==> src/rtl/door_scheduler_if.sv <==
// Candidate-in / result-out handshake bundle for the door scheduler.
// The master side feeds candidates and consumes results; the slave side is the scheduler.
interface door_scheduler_if;
    logic       in_valid;
    logic       in_ready;
    logic [4:0] doraemon_id;
    logic [7:0] size;
    logic [7:0] iq_score;
    logic [7:0] eq_score;
    logic [2:0] size_weight;
    logic [2:0] iq_weight;
    logic [2:0] eq_weight;
    logic       out_valid;
    logic       out_ready;
    logic [7:0] out_data;
    logic       busy;

    modport master (
        output in_valid, doraemon_id, size, iq_score, eq_score,
               size_weight, iq_weight, eq_weight, out_ready,
        input  in_ready, out_valid, out_data, busy
    );

    modport slave (
        input  in_valid, doraemon_id, size, iq_score, eq_score,
               size_weight, iq_weight, eq_weight, out_ready,
        output in_ready, out_valid, out_data, busy
    );
endinterface

==> src/rtl/door_scheduler.sv <==
// Five-slot weighted-score scheduler: fills five doors, scans them one per cycle for
// the highest score (ties go to the lowest door), emits the winner, then refills that door.
module door_scheduler (
    input  logic            clk,
    input  logic            rst,
    door_scheduler_if.slave bus
);
    typedef enum logic [1:0] {FILL, EVAL, EMIT, REFILL} state_t;

    typedef struct packed {
        logic [4:0] id;
        logic [7:0] size;
        logic [7:0] iq;
        logic [7:0] eq;
    } slot_t;

    state_t      state;
    slot_t       slot [5];
    logic [2:0]  w_size, w_iq, w_eq;
    logic [2:0]  fill_cnt, eval_cnt, win;
    logic [12:0] max_score;
    logic        in_ready_q, out_valid_q;
    logic [7:0]  out_data_q;

    logic        accept;
    slot_t       cand;
    logic [12:0] cur_score;
    logic        cur_wins;
    logic [2:0]  final_win;

    // 13 bits holds 3 * 255 * 7 = 5355 exactly.
    function automatic logic [12:0] score_of(input slot_t s, input logic [2:0] ws,
                                             input logic [2:0] wi, input logic [2:0] we);
        return 13'(s.size) * 13'(ws) + 13'(s.iq) * 13'(wi) + 13'(s.eq) * 13'(we);
    endfunction

    assign accept = bus.in_valid && in_ready_q;
    assign cand   = {bus.doraemon_id, bus.size, bus.iq_score, bus.eq_score};

    always_comb begin
        // NOTE: every always_comb output gets a default first so no path can infer a latch.
        cur_score = '0;
        cur_wins  = 1'b0;
        final_win = win;
        cur_score = score_of(slot[eval_cnt], w_size, w_iq, w_eq);
        cur_wins  = (eval_cnt == 3'd0) || (cur_score > max_score);
        if (cur_wins) final_win = eval_cnt;
    end

    // NOTE: state uses <= only, so every branch below reads pre-edge values.
    always_ff @(posedge clk or posedge rst) begin
        if (rst) begin
            state       <= FILL;
            fill_cnt    <= '0;
            eval_cnt    <= '0;
            win         <= '0;
            max_score   <= '0;
            in_ready_q  <= 1'b0;
            out_valid_q <= 1'b0;
            out_data_q  <= '0;
            w_size      <= '0;
            w_iq        <= '0;
            w_eq        <= '0;
            // NOTE: the slot array is small and must read as zero after reset, so it is reset like any flop.
            for (int i = 0; i < 5; i++) slot[i] <= '0;
        end else begin
            case (state)
                FILL: begin
                    in_ready_q <= 1'b1;
                    if (accept) begin
                        slot[fill_cnt] <= cand;
                        if (fill_cnt == 3'd4) begin
                            w_size     <= bus.size_weight;
                            w_iq       <= bus.iq_weight;
                            w_eq       <= bus.eq_weight;
                            eval_cnt   <= '0;
                            in_ready_q <= 1'b0;
                            state      <= EVAL;
                        end else begin
                            fill_cnt <= fill_cnt + 3'd1;
                        end
                    end
                end
                EVAL: begin
                    if (cur_wins) begin
                        max_score <= cur_score;
                        win       <= eval_cnt;
                    end
                    if (eval_cnt == 3'd4) begin
                        out_valid_q <= 1'b1;
                        out_data_q  <= {final_win, slot[final_win].id};
                        state       <= EMIT;
                    end else begin
                        eval_cnt <= eval_cnt + 3'd1;
                    end
                end
                EMIT: begin
                    if (bus.out_ready) begin
                        out_valid_q <= 1'b0;
                        in_ready_q  <= 1'b1;
                        state       <= REFILL;
                    end
                end
                REFILL: begin
                    if (accept) begin
                        slot[win]  <= cand;
                        w_size     <= bus.size_weight;
                        w_iq       <= bus.iq_weight;
                        w_eq       <= bus.eq_weight;
                        eval_cnt   <= '0;
                        in_ready_q <= 1'b0;
                        state      <= EVAL;
                    end
                end
                default: state <= FILL;
            endcase
        end
    end

    assign bus.in_ready  = in_ready_q;
    assign bus.out_valid = out_valid_q;
    assign bus.out_data  = out_data_q;
    assign bus.busy      = (state != FILL);
endmodule

==> src/flat_wrapper.sv <==
// flat-port wrapper written by rule: the top's interface ports become plain ports
module door_scheduler_flat 
  (clk, rst, bus_in_valid, bus_doraemon_id, bus_size, bus_iq_score, bus_eq_score, bus_size_weight, bus_iq_weight, bus_eq_weight, bus_out_ready, bus_in_ready, bus_out_valid, bus_out_data, bus_busy);
  door_scheduler_if bus_i ();
  input  logic clk;
  input  logic rst;
  input wire logic [$bits(bus_i.in_valid)-1:0] bus_in_valid;
  input wire logic [$bits(bus_i.doraemon_id)-1:0] bus_doraemon_id;
  input wire logic [$bits(bus_i.size)-1:0] bus_size;
  input wire logic [$bits(bus_i.iq_score)-1:0] bus_iq_score;
  input wire logic [$bits(bus_i.eq_score)-1:0] bus_eq_score;
  input wire logic [$bits(bus_i.size_weight)-1:0] bus_size_weight;
  input wire logic [$bits(bus_i.iq_weight)-1:0] bus_iq_weight;
  input wire logic [$bits(bus_i.eq_weight)-1:0] bus_eq_weight;
  input wire logic [$bits(bus_i.out_ready)-1:0] bus_out_ready;
  output wire logic [$bits(bus_i.in_ready)-1:0] bus_in_ready;
  output wire logic [$bits(bus_i.out_valid)-1:0] bus_out_valid;
  output wire logic [$bits(bus_i.out_data)-1:0] bus_out_data;
  output wire logic [$bits(bus_i.busy)-1:0] bus_busy;
  assign bus_i.in_valid = bus_in_valid;
  assign bus_i.doraemon_id = bus_doraemon_id;
  assign bus_i.size = bus_size;
  assign bus_i.iq_score = bus_iq_score;
  assign bus_i.eq_score = bus_eq_score;
  assign bus_i.size_weight = bus_size_weight;
  assign bus_i.iq_weight = bus_iq_weight;
  assign bus_i.eq_weight = bus_eq_weight;
  assign bus_i.out_ready = bus_out_ready;
  assign bus_in_ready = bus_i.in_ready;
  assign bus_out_valid = bus_i.out_valid;
  assign bus_out_data = bus_i.out_data;
  assign bus_busy = bus_i.busy;
  door_scheduler u_core (.clk(clk), .rst(rst), .bus(bus_i));
endmodule
==> config.mk <==
export PLATFORM = sky130hd
export DESIGN_NAME = door_scheduler_flat
export DESIGN_NICKNAME = d
export VERILOG_FILES = /design/src/rtl/door_scheduler_if.sv /design/src/rtl/door_scheduler.sv /design/src/flat_wrapper.sv
export SDC_FILE = /design/constraint.sdc
export NUM_CORES = 1
export LEC_CHECK = 0
export CORE_UTILIZATION = 55
export DETAILED_ROUTE_END_ITERATION = 12
export PLACE_DENSITY_LB_ADDON = 0.08
export SETUP_SLACK_MARGIN = 0.1
export SLEW_MARGIN = 10
export SYNTH_ARGS = -nofsm -noshare
export SYNTH_HDL_FRONTEND = slang
export SYNTH_SLANG_ARGS = --single-unit
==> constraint.sdc <==
create_clock -name clk -period 20 [get_ports clk]
set_input_delay 4 -clock clk [delete_from_list [all_inputs] [get_ports clk]]
set_output_delay 4 -clock clk [all_outputs]
set_load 0.02 [all_outputs]
==> results, run 1 <==
- The pin count of the biggest net entering global routing is roughly 120.
- The arrival time at the worst endpoint is roughly 8.9 ns.
- The number of port buffers is 52.
- The most prevalent standard cell on the critical path is sky130_fd_sc_hd__fa_1.
- The CTS tree is built.
- The overflow left after global routing is 0.
- After synthesis, flip-flops and latches occupy between 40% and 50% of the total area.
- Setup violations remaining at the end of the flow were counted as 0.
- The number of max-slew violations in the final report is 0.
- The most common cell in the netlist is sky130_fd_sc_hd__dfrtp_1.
- The gate count after technology mapping is 1,029.
- The number of antenna violations at the first check in global routing is 0.
- In the post-synthesis netlist, the biggest area contributors are sky130_fd_sc_hd__dfrtp_1 42%, sky130_fd_sc_hd__mux2_2 15%, sky130_fd_sc_hd__fa_1 7.8%.
- The post-detailed-placement half-perimeter wirelength is between 15,000 and 20,000 um.
- The first-iteration detailed-routing DRC count is 366.
- In this design, the stage delay of the slowest critical-path cell is approximately 0.6 ns.
- For this run, the post-layout net count is 1,203.
- The number of global-route vias before repair is approximately 7,800.
- After detailed routing, the number of vias per cell comes to ~5.7.
- The sum of negative setup slack is 0 ns.
- The flop and latch count out of synthesis is roughly 190.
- In this run the mean area of a mapped cell was 11.0 sq um.
- Once placement completed, the tool counted placed cells totaling 1,315.
- Setup slack on the critical path of the routed design comes to between 10 and 15 ns.
- In this run the biggest area consumer among cell types represents between 40 and 50% of the synthesized area.
- 0 antenna diodes ended up in the layout.
- The residual antenna-violating net count after detailed routing is 0.
- The post-cts hold buffer count is 0.
- The die is between 100 and 150 um wide.
- The run finished with clean final reports.
- The ratio of cells with drive above 1 in the final layout is between 20 and 25%.
- After detailed routing, the number of remaining DRC violations is 0.
- Dividing the detail-routed wire length by the instance count gives roughly 18 um.
- The total setup buffers inserted after CTS is 0.
- The clock transition at the registers of the reported paths is approximately 0.08 ns.
- The number of clock sinks is about 190.
- The number of detailed-route iterations in the first pass is 5.
- The hold violation count in the final report is 0.
- The number of different library cells used by synthesis comes to between 60 and 70.
- The count of warnings emitted by yosys is 0.
- The required arrival time at the worst endpoint is between 20 and 25 ns.
- In the finished design, the share of the clock period the worst path needs comes to 42.6%.
- Cells fill approximately 63% of the core in the end.
- Between clock sinks in the finished design, the worst skew comes to 0.0173 ns.
- The die covers ~21,000 sq um.
- The min-delay analysis places its worst path in the category flop to flop.
- The starting density of the core is a little under three fifths.
- The placeable core region is between 20,000 and 25,000 sq um.
- The H-tree depth reported by CTS is 4.
- The floorplan has 52 rows.
- The area added between synthesis and finish is 11.9%.
- The total wire length is 24,600 um.
- The most area-hungry cell type in the Yosys netlist is sky130_fd_sc_hd__dfrtp_1.
- The number of max-cap violations is 0.
- Ranked by instance count, the synthesized netlist is headed by 188 x sky130_fd_sc_hd__dfrtp_1, 148 x sky130_fd_sc_hd__mux2_2, 87 x sky130_fd_sc_hd__inv_1, 79 x sky130_fd_sc_hd__nand2_1, 69 x sky130_fd_sc_hd__nor2_1.
- The synthesized netlist net count is 1,168.
- Of all nets on the critical path, the largest fanout is 32.
- The total vias in the final route is ~7,600.
- The final critical delay including setup and external delays is approximately 8.5 ns.
- Once layout is complete, the cells apart from fillers number ~1,300.
- The top-level I/O count is 53.
- The worst setup path is launched from a flop.
- The dominant register cell in the synthesized netlist is sky130_fd_sc_hd__dfrtp_1.
- At the pin with the least slew margin, the transition time is 1.10 ns.
- The final weighted congestion in routability-driven placement is ~0.86.
- The die is between 100 and 150 um tall.
- The number of synthesized flops with an enable pin is 0.
- The clock root buffer master is sky130_fd_sc_hd__clkbuf_16.
- The summed instance area of the synthesized netlist is ~11,000 sq um.
- In this run the deepest clock path goes through 2 buffers.
- The number of gates resized after CTS is 0.
- Clock latency on the worst-skew pair, taken at its later pin, is around 0.44 ns.
- The worst-case setup slack after placement is roughly 12 ns.
- The maximum clock frequency is around 120 MHz.
- The first global-routing pass estimated 41,100 um of wire.
- The kind of end point of the critical path is a flop.
- The async set or reset register ratio after synthesis is between 90% and 100%.
- The worst setup path is of the flop to flop kind.
- The worst slew margin relative to its limit is between 20% and 30%.
- The all-layer global routing usage is 24.7%.
- Setup repair after global routing left no endpoint under its margin.
- The cell with the largest stage delay on the worst path is sky130_fd_sc_hd__and2_1.
- TritonCTS created 17 clock buffers.
==> per-layer routing <==
layer / vias to the layer above / global-route usage, % / wire length [um]
met5: - / 0 / 0
met4: 0 / 5.74 / 211
met3: 15 / 4.76 / 1030
met2: 121 / 39.0 / 11600
met1: 3885 / 35.4 / 11700
li1: 3597 / - / -
==> sequential cells by signal, indices dropped and copies added, names as in the netlist <==
signal                count
u_core.w_iq               3
u_core.max_score         13
u_core.eval_cnt           3
u_core.win                3
u_core.bus.in_ready       1
u_core.state              2
u_core.w_size             3
u_core.fill_cnt           3
u_core.slot             145
u_core.bus.out_valid      1
u_core.bus.out_data       8
u_core.w_eq               3
==> critical path, delay by kind of cell, from the launching register on <==
family	cells	cell delay, ns
fa+ha+maj	7	2.98
mux	1	0.35
simple gates	8	1.68
compound gates	9	2.01
buf+inv	5	0.88
flops	1	0.35
xor+xnor	1	0.17
==> metrics by stage <==
| step | hold slack [ns] | instance area (sq um) |
|---|---|---|
| final | 0.477 | 12700 |
| after global routing | 0.509 | 12700 |
| after CTS | 0.482 | 12700 |
| after detailed placement | 0.463 | 12100 |
| after global placement | 0.464 | 12100 |
| after floorplan | 0.443 | 11300 |
==> kinds of logic after synthesis <==
group	after synthesis	synth area share [%]
fa+ha+maj	97	13.6
simple gates	222	9.14
flops	188	41.5
mux	204	19.9
compound gates	169	9.66
buf+inv	134	5.00
xor+xnor	15	1.16
==> path summary, 6_finish.rpt <==
| kind | slack (ns) | cells past startpoint | endpoint | start |
|---|---|---|---|---|
| worst min register to register | 0.48 | 2 | u_core.bus.out_data[5]$_DFFE_PP0P_ | u_core.bus.out_data[5]$_DFFE_PP0P_ |
| max in group asynchronous | 14.44 | 3 | u_core.slot[41]$_DFFE_PP0P_ | rst |
| worst min-delay path | 0.48 | 2 | u_core.bus.out_data[5]$_DFFE_PP0P_ | u_core.bus.out_data[5]$_DFFE_PP0P_ |
| worst max register to register | 11.47 | 31 | u_core.max_score[9]$_DFFE_PP0P_ | u_core.eval_cnt[2]$_DFFE_PP0P_ |
| min in group asynchronous | 4.11 | 2 | u_core.slot[111]$_DFFE_PP0P_ | rst |
| worst max-delay path | 11.47 | 31 | u_core.max_score[9]$_DFFE_PP0P_ | u_core.eval_cnt[2]$_DFFE_PP0P_ |
==> placed cells by master (no fill, tap or decap), drive strengths merged, types with 18 or more instances in the layout <==
master	instances
fa	44
inv	94
mux2	153
mux2i	51
dfrtp	188
nand2	79
and2	28
a21oi	52
o22ai	18
clkdlybuf4s50	52
nor2	69
clkbuf	18
ha	53
o21ai	41
==> cell type report <==
type | instances | area (sq um)
fill | 1700 | 7560
multi-input combinational | 707 | 6100
sequential | 188 | 4710
timing repair buffer | 62 | 596
clock buffer | 18 | 429
inverter | 88 | 338
tap | 270 | 338
clock inverter | 14 | 166
Power of run 1 is not shown: default switching activity piles up to over one toggle a cycle in this logic, so the estimate is an artifact.
==> run 2, diff against run 1 <==
clock period = 8.2 ns   (was 20 ns; I/O delays follow)
==> run 2 against run 1 <==
Via count grew 2.2%. Worst setup slack worse by 11 ns. Sequential share of layout area decreased by 0.83 points. Cell count increased by 0.89%.
==> results, run 2 (synthesized netlist as in run 1, its figures left out) <==
- In the layout the commonest cells are 186 x sky130_fd_sc_hd__dfrtp_1, 148 x sky130_fd_sc_hd__mux2_2, 85 x sky130_fd_sc_hd__inv_1, 79 x sky130_fd_sc_hd__nand2_1, 64 x sky130_fd_sc_hd__nor2_1.
- The largest register by flop count is u_core.slot.
- The number of max-cap violations is 0.
- Clock-pin slew was measured on the worst setup and hold paths at roughly 0.080 ns.
- The number of max-slew violations in the final report was 0.
- The number of nets in the layout is roughly 1,200.
- The cell with the largest stage delay on the worst path is sky130_fd_sc_hd__fa_1.
- In this run the clock root is driven by a sky130_fd_sc_hd__clkbuf_16.
- Data on the critical path is required at its endpoint by about 8.5 ns.
- The DRC violation count after routing is 0.
- TritonCTS created 17 clock buffers.
- The final weighted congestion in routability-driven placement is a little under 0.9.
- Setup repair after global routing left no endpoint under its margin.
- In this run the worst path has a maximum fanout of 17.
- The clock period could shrink to ~8 ns.
- The transition at the pin with the smallest max-transition slack is ~1.1 ns.
- After floorplanning, the core was divided into 52 placement rows.
- Measured along the y axis, the die boundary spans around 150 um.
- The number of port buffers is 52.
- The share of the core filled with cells in the final layout is between 60 and 70%.
- The die is ~150 um wide.
- The register-to-register path setup slack is between 0.3 and 0.4 ns.
- The run finished with clean final reports.
- Global routing used between 20% and 30% of the available tracks.
- The category of the most critical setup path is flop to flop.
- The first-pass GRT wire length is just over 40,000 um.
- The H-tree depth reported by CTS is 4.
- The endpoint identified for the worst register-to-register timing path is u_core.bus.out_data[2]$_DFFE_PP0P_.
- The total vias in the final route is between 7,000 and 8,000.
- The first detailed-routing pass took 5 iterations.
- Wires add up to 25,300 um.
- The endpoint of the worst setup timing path is u_core.bus.out_data[2]$_DFFE_PP0P_.
- The CTS tree is built.
- The number of hold buffers added after CTS was 0.
- After floorplanning, the core was sized to cover between 20,000 and 25,000 sq um.
- Entering global routing, the biggest net connects 126 pins.
- The hold violation count in the final report is 0.
- Setup violations remaining at the end of the flow were counted as 0.
- Relative to the synthesized area, the layout overhead comes to 14.4%.
- The maximum number of buffers from clock root to sink is 2.
- The post-detailed-placement half-perimeter wirelength is roughly 17,000 um.
- Using the TritonRoute via totals, the vias-per-cell ratio works out to ~5.7.
- The classification of the worst-slack hold path is flop to flop.
- Of the available clock period, the critical path in the final layout requires 95.7%.
- The post-detailed-route wirelength per cell is 18.6 um.
- The startpoint identified for the worst register-to-register timing path is u_core.eval_cnt[2]$_DFFE_PP0P_.
- In this design, the stage delay of the slowest critical-path cell is 0.55 ns.
- For this configuration, the core starts out at a cell density of about 56%.
- The flip-flop count of the largest register after layout is approximately 150.
- The most common library cell in the layout ignoring fill and taps is sky130_fd_sc_hd__dfrtp_1.
- The number of antenna violations at the first check in global routing is 0.
- The worst slew margin relative to its limit is a little over a quarter.
- The clock network latency to the later pin of the worst-skew pair is 0.44 ns.
- STA classifies the critical path endpoint as a flop.
- The number of global-route vias before repair is approximately 7,600.
- For the worst setup path, the data arrival time is about 8 ns.
- The path depth of the worst reg2reg path is 30.
- In this design, the critical path's most frequently occurring cell is sky130_fd_sc_hd__fa_1.
- The maximum clock frequency is ~130 MHz.
- The detail route stage leaves a number of antenna-violating nets equal to 0.
- The overflow left after global routing is 0.
- The first element of the critical path is u_core.eval_cnt[2]$_DFFE_PP0P_.
- The top-level I/O count is 53.
- For this design, the sink count on the clock tree is 188.
- The sum of negative setup slack is 0 ns.
- Across the routed clock network, the largest skew measured is around 0.013 ns.
- The first-iteration detailed-routing DRC count is 480.
- The launch point of the worst hold path is u_core.bus.out_data[5]$_DFFE_PP0P_.
- The die area is ~21,000 sq um.
- The kind of launch point of the worst setup path is a flop.
- The ratio of cells with drive above 1 in the final layout is 23.2%.
==> run 2: changes by cell type in the layout (fill, tap and decap cells not counted), moves of 3 or more <==
cell / before / now
sky130_fd_sc_hd__buf_6: 0 / 5
sky130_fd_sc_hd__a21oi_1: 49 / 39
sky130_fd_sc_hd__o22ai_2: 0 / 5
sky130_fd_sc_hd__buf_4: 10 / 13
sky130_fd_sc_hd__o22ai_1: 18 / 13
sky130_fd_sc_hd__clkinvlp_4: 3 / 0
sky130_fd_sc_hd__a21oi_2: 2 / 11
==> run 2: cell type report <==
| class | instances | area (sq um) |
|---|---|---|
| antenna | 1 | 2.50 |
| tap | 270 | 338 |
| fill | 1662 | 7270 |
| multi-input combinational | 707 | 6220 |
| clock inverter | 14 | 189 |
| timing repair buffer | 74 | 744 |
| inverter | 88 | 338 |
| clock buffer | 17 | 425 |
| sequential | 188 | 4710 |
==> run 2: critical path: cells and delay by family (launching register included) <==
kind / cells / cell delay, ns
and+or+nand+nor: 6 / 1.28
adders and majority gates: 7 / 2.91
buffers and inverters: 6 / 0.83
DFF: 1 / 0.46
AOI/OAI and AO/OA: 10 / 2.09
xor gates and xnor gates: 1 / 0.15
==> run 2: per-stage QoR <==
step	hold slack (ns)	setup WS, ns	instance area (sq um)	std cells
finish	0.484	0.353	13000	1359
global route	0.504	0.0528	13000	1358
global placement	0.460	0.356	12200	1322
floorplan	0.443	0.650	11300	1029
detailed placement	0.467	0.209	12200	1322
CTS	0.487	0.176	12800	1353
==> run 2: repair_timing <==
action,in CTS,in global routing
endpoints found under the setup margin,0,23
buffers inserted,0,3
gates resized for setup,0,33
==> run 2: how the worst min path moves through the flow <==
stage	to	slack [ns]	cells after the start
finish	u_core.bus.out_data[5]$_DFFE_PP0P_	0.48	2
global route	u_core.max_score[10]$_DFFE_PP0P_	0.50	2
CTS	u_core.max_score[10]$_DFFE_PP0P_	0.49	2
detailed placement	u_core.max_score[10]$_DFFE_PP0P_	0.47	2
global placement	u_core.max_score[10]$_DFFE_PP0P_	0.46	2
floorplan	u_core.max_score[10]$_DFFE_PP0P_	0.44	2
==> run 2: metal layers <==
| layer | GRT usage (%) | share of wire, % |
|---|---|---|
| met1 | 36.0 | 48 |
| met2 | 38.6 | 47 |
| met3 | 4.80 | 4.6 |
| met4 | 4.53 | 0.63 |
| met5 | 0 | 0 |
Power of run 2 is left out for the same reason.
==> run 3, diff against run 2 <==
ABC_AREA = 1   (was not set)
==> run 3 against run 2 <==
Maximum frequency rose by 2.9%. Sequential share of layout area rose by 0.92 points. Cell count rose by 23%. Synthesized area fell by 1.6%. Utilization rose by 0.24 points. Final area fell by 2.5%. Synthesized cell count rose by 32%. Clock-buffer cell count did not move. Register-to-register slack improved by 0.22 ns. Worst setup slack improved by 0.22 ns. Critical endpoint unchanged.
==> results, run 3 <==
- The most area-hungry cell type in the Yosys netlist is sky130_fd_sc_hd__dfrtp_1.
- For this run, the number of Yosys warnings is 0.
- The detail route stage leaves a number of antenna-violating nets equal to 0.
- Across the run, the number of max-cap violations was 0.
- For hold timing, the worst endpoint is u_core.slot[10]$_DFFE_PP0P_.
- The maximum clock frequency is between 100 and 150 MHz.
- In the routed design, unresolved DRC markers number 0.
- u_core.slot holds more flip-flops than any other register.
- The number of detailed-route iterations in the first pass is 6.
- The flip-flop count of the largest register after layout is approximately 150.
- The setup violation total in the final timing report is 0.
- The worst slew margin relative to its limit is roughly a quarter.
- The transition at the pin with the smallest max-transition slack is roughly 1.1 ns.
- After detailed routing, the met2 layer carries 13,200 um of wire.
- The wire-length estimate of the detail-placed layout is between 15,000 and 20,000 um.
- The maximum fanout encountered on the critical timing path is 12.
- The startpoint identified for the worst hold timing path is u_core.slot[10]$_DFFE_PP0P_.
- TritonCTS built the clock tree.
- The detailed router finished its first iteration with 717 violations.
- The worst hold path passes through 2 cells.
- Yosys mapped a number of flops with a built-in enable equal to 0.
- Clock skew on the completed layout was measured at around 0.012 ns.
- The flop and latch count out of synthesis is 188.
- The classification of the worst-slack hold path is flop to flop.
- The number of nets in the layout is roughly 1,500.
- The ratio of cells with drive above 1 in the final layout is 6.19%.
- The total vias in the final route is roughly 9,000.
- In the synthesized netlist the dominant register cell turns out to be sky130_fd_sc_hd__dfrtp_1.
- The area of the multi-input gates is 5460 sq um.
- The chip width is 144 um.
- The amount of wire on met3 after detailed routing is 1420 um.
- The number of port buffers is 52.
- From synthesis to final layout, the design area changed by 13.4%.
- STA classifies the critical path startpoint as a flop.
- The worst path in the final design needs a cycle of between 7 and 8 ns, including I/O delays and setup.
- The hold violation count in the final report came to 0.
- The clock net in this run drives a total of approximately 190 sinks.
- The first-pass GRT wire length is about 46,000 um.
- The run finished with clean final reports.
- The number of clock buffers added by TritonCTS is 17.
- Setup repair after global routing left no endpoint under its margin.
- Row generation in the floorplan step produced between 50 and 60 rows.
- In the finished design, the share of the clock period the worst path needs comes to around 93%.
- In the layout the commonest cells are 310 x sky130_fd_sc_hd__nand2_1, 203 x sky130_fd_sc_hd__inv_1, 194 x sky130_fd_sc_hd__o21ai_0, 187 x sky130_fd_sc_hd__dfrtp_1, 84 x sky130_fd_sc_hd__a21oi_1.
- The die covers 20,800 sq um.
- 53 I/O pins were placed.
- The summed instance area of the synthesized netlist is about 11,000 sq um.
- The number of nets handed over by synthesis was roughly 1,500.
- The placeable core region is 19,700 sq um.
- Registers take roughly 4700 sq um.
- The number of max-slew violations in the final report came to 0.
- The worst setup path is of the flop to flop kind.
- The most common cell in the netlist is sky130_fd_sc_hd__nand2_1.
- The post-detailed-route wirelength per cell is 16.8 um.
- The H-tree generated during clock tree synthesis spans 4 levels.
- In this run the clock root is driven by a sky130_fd_sc_hd__clkbuf_16.
- The die is ~140 um tall.
- Setup slack on the worst reg-to-reg path comes out at 0.57 ns.
- In this design, the critical path's most frequently occurring cell is sky130_fd_sc_hd__nand2_1.
- The required arrival time at the worst endpoint is between 8 and 9 ns.
- For the worst-skew pair, the clock arrives at the later sink with an insertion delay of 0.45 ns.
- The async set or reset register ratio after synthesis is between 90% and 100%.
- Once the floorplan was initialized, standard cells occupied a little under three fifths of the core.
- Entering global routing, the biggest net connects ~130 pins.
- The maximum single-stage delay on the critical path is ~0.53 ns.
- The number of diodes added for antenna fixing is 0.
- The sum of negative setup slack is 0 ns.
- The ratio of routed vias to standard cells is 5.47.
- The gate count after technology mapping is 1,362.
- For this run the aggregate overflow at the end of global routing stands at 0.
- After synthesis, the most frequently instantiated cells are 316 x sky130_fd_sc_hd__nand2_1, 206 x sky130_fd_sc_hd__inv_1, 197 x sky130_fd_sc_hd__o21ai_0, 188 x sky130_fd_sc_hd__dfrtp_1, 87 x sky130_fd_sc_hd__a21oi_1.
- The final weighted congestion in routability-driven placement is ~0.92.
- The all-layer global routing usage is 28.8%.
- The average instance in the mapped netlist occupies slightly above 8 sq um.
- After clock tree synthesis, the clock-pin slew on the worst setup and hold paths is 0.08 ns.
- The number of different library cells used by synthesis comes to 39.
- The number of antenna violations at the first check in global routing is 0.
- The number of global-route vias before repair was 8,912.
- The number of inserted filler cells in the final layout is about 1,800.
- The maximum number of buffers from clock root to sink is 2.
- The path depth of the worst reg2reg path is 34.
- The total wire length is 28,000 um.
- After synthesis, the cell types taking the most area are sky130_fd_sc_hd__dfrtp_1 42%, sky130_fd_sc_hd__nand2_1 11%, sky130_fd_sc_hd__o21ai_0 8.8%.
- Leaving out fill and tap cells, the most frequent cell in the layout is sky130_fd_sc_hd__nand2_1.
- The area share of the leading cell type in the synthesized netlist is 42.2%.
- Hold repair after CTS inserted 0 buffers.
- The arrival time at the worst endpoint is ~8 ns.
- The kind of end point of the critical path is a flop.
- In this run the top signal layer used is met4.
- The endpoint identified for the worst register-to-register timing path is u_core.bus.out_data[2]$_DFFE_PP0P_.
- Among all stages on the critical path, the largest delay is contributed by sky130_fd_sc_hd__fa_1.
- The sequential fraction of the synthesis area is a little over two fifths.
- The detailed router put a total of between 10,000 and 15,000 um of wire on met1.
- The reg-to-reg startpoint is u_core.eval_cnt[0]$_DFFE_PP0P_.
[run 3: routing by layer]
layer | track usage [%] | up-vias
met5 | 0 | -
met4 | 9.09 | 0
met3 | 4.70 | 47
met2 | 46.6 | 263
met1 | 39.8 | 4387
li1 | - | 4430
[run 3: worst max path at each step]
stage / from / end / slack, ns / cells past startpoint
floorplan: u_core.eval_cnt[0]$_DFFE_PP0P_ / u_core.bus.out_data[0]$_DFFE_PP0P_ / 1.15 / 41
global placement: u_core.eval_cnt[0]$_DFFE_PP0P_ / u_core.bus.out_data[0]$_DFFE_PP0P_ / 0.48 / 41
detailed placement: u_core.eval_cnt[0]$_DFFE_PP0P_ / u_core.bus.out_data[3]$_DFFE_PP0P_ / 0.34 / 41
CTS: u_core.eval_cnt[0]$_DFFE_PP0P_ / u_core.bus.out_data[2]$_DFFE_PP0P_ / 0.26 / 41
global route: u_core.eval_cnt[1]$_DFFE_PP0P_ / u_core.bus.out_data[2]$_DFFE_PP0P_ / 0.1 / 44
finish: u_core.eval_cnt[0]$_DFFE_PP0P_ / u_core.bus.out_data[2]$_DFFE_PP0P_ / 0.57 / 34
[run 3: what timing repair did]
action | 4_1_cts | 5_1_grt
buffers inserted | 0 | 1
setup endpoints to repair | 0 | 24
gates resized for setup | 0 | 27
[run 3: stage by stage]
stage          setup slack, ns  cells  util [%]  cell area, sq um  hold slack, ns
3_3_place_gp             0.477   1635      60.5             11900           0.465
4_1_cts                  0.256   1667      63.6             12500           0.490
2_1_floorplan             1.15   1362         -             11100           0.453
5_1_grt                 0.0971   1670      64.3             12600           0.509
3_5_place_dp             0.343   1635      60.5             11900           0.473
6_report                 0.572   1670      64.3             12600           0.484
[run 3: cell type report]
type / instances / share of cell area, %
multi-input combinational: 905 / 43.2
sequential: 188 / 37.2
inverter: 210 / 6.41
timing repair buffer: 70 / 5.79
clock buffer: 17 / 3.37
tap: 265 / 2.62
clock inverter: 15 / 1.40
[run 3: critical path: cells and delay by family (launching register included)]
kind                     cells  cell delay [ns]
adder cells (fa/ha/maj)      8             3.40
flip-flops                   1             0.47
buffers and inverters        4             0.42
XOR/XNOR                     2             0.48
AND/OR/NAND/NOR             11             1.13
AO/OA/AOI/OAI                9             1.63
[run 3: kinds of logic after synthesis]
family	share of synthesized area (%)
XOR/XNOR	1.49
multiplexers	0.101
adder cells (fa/ha/maj)	13.9
AO/OA/AOI/OAI	15.9
flip-flops	42.2
buffers and inverters	9.53
AND/OR/NAND/NOR	16.9
Power of run 3 is left out for the same reason.
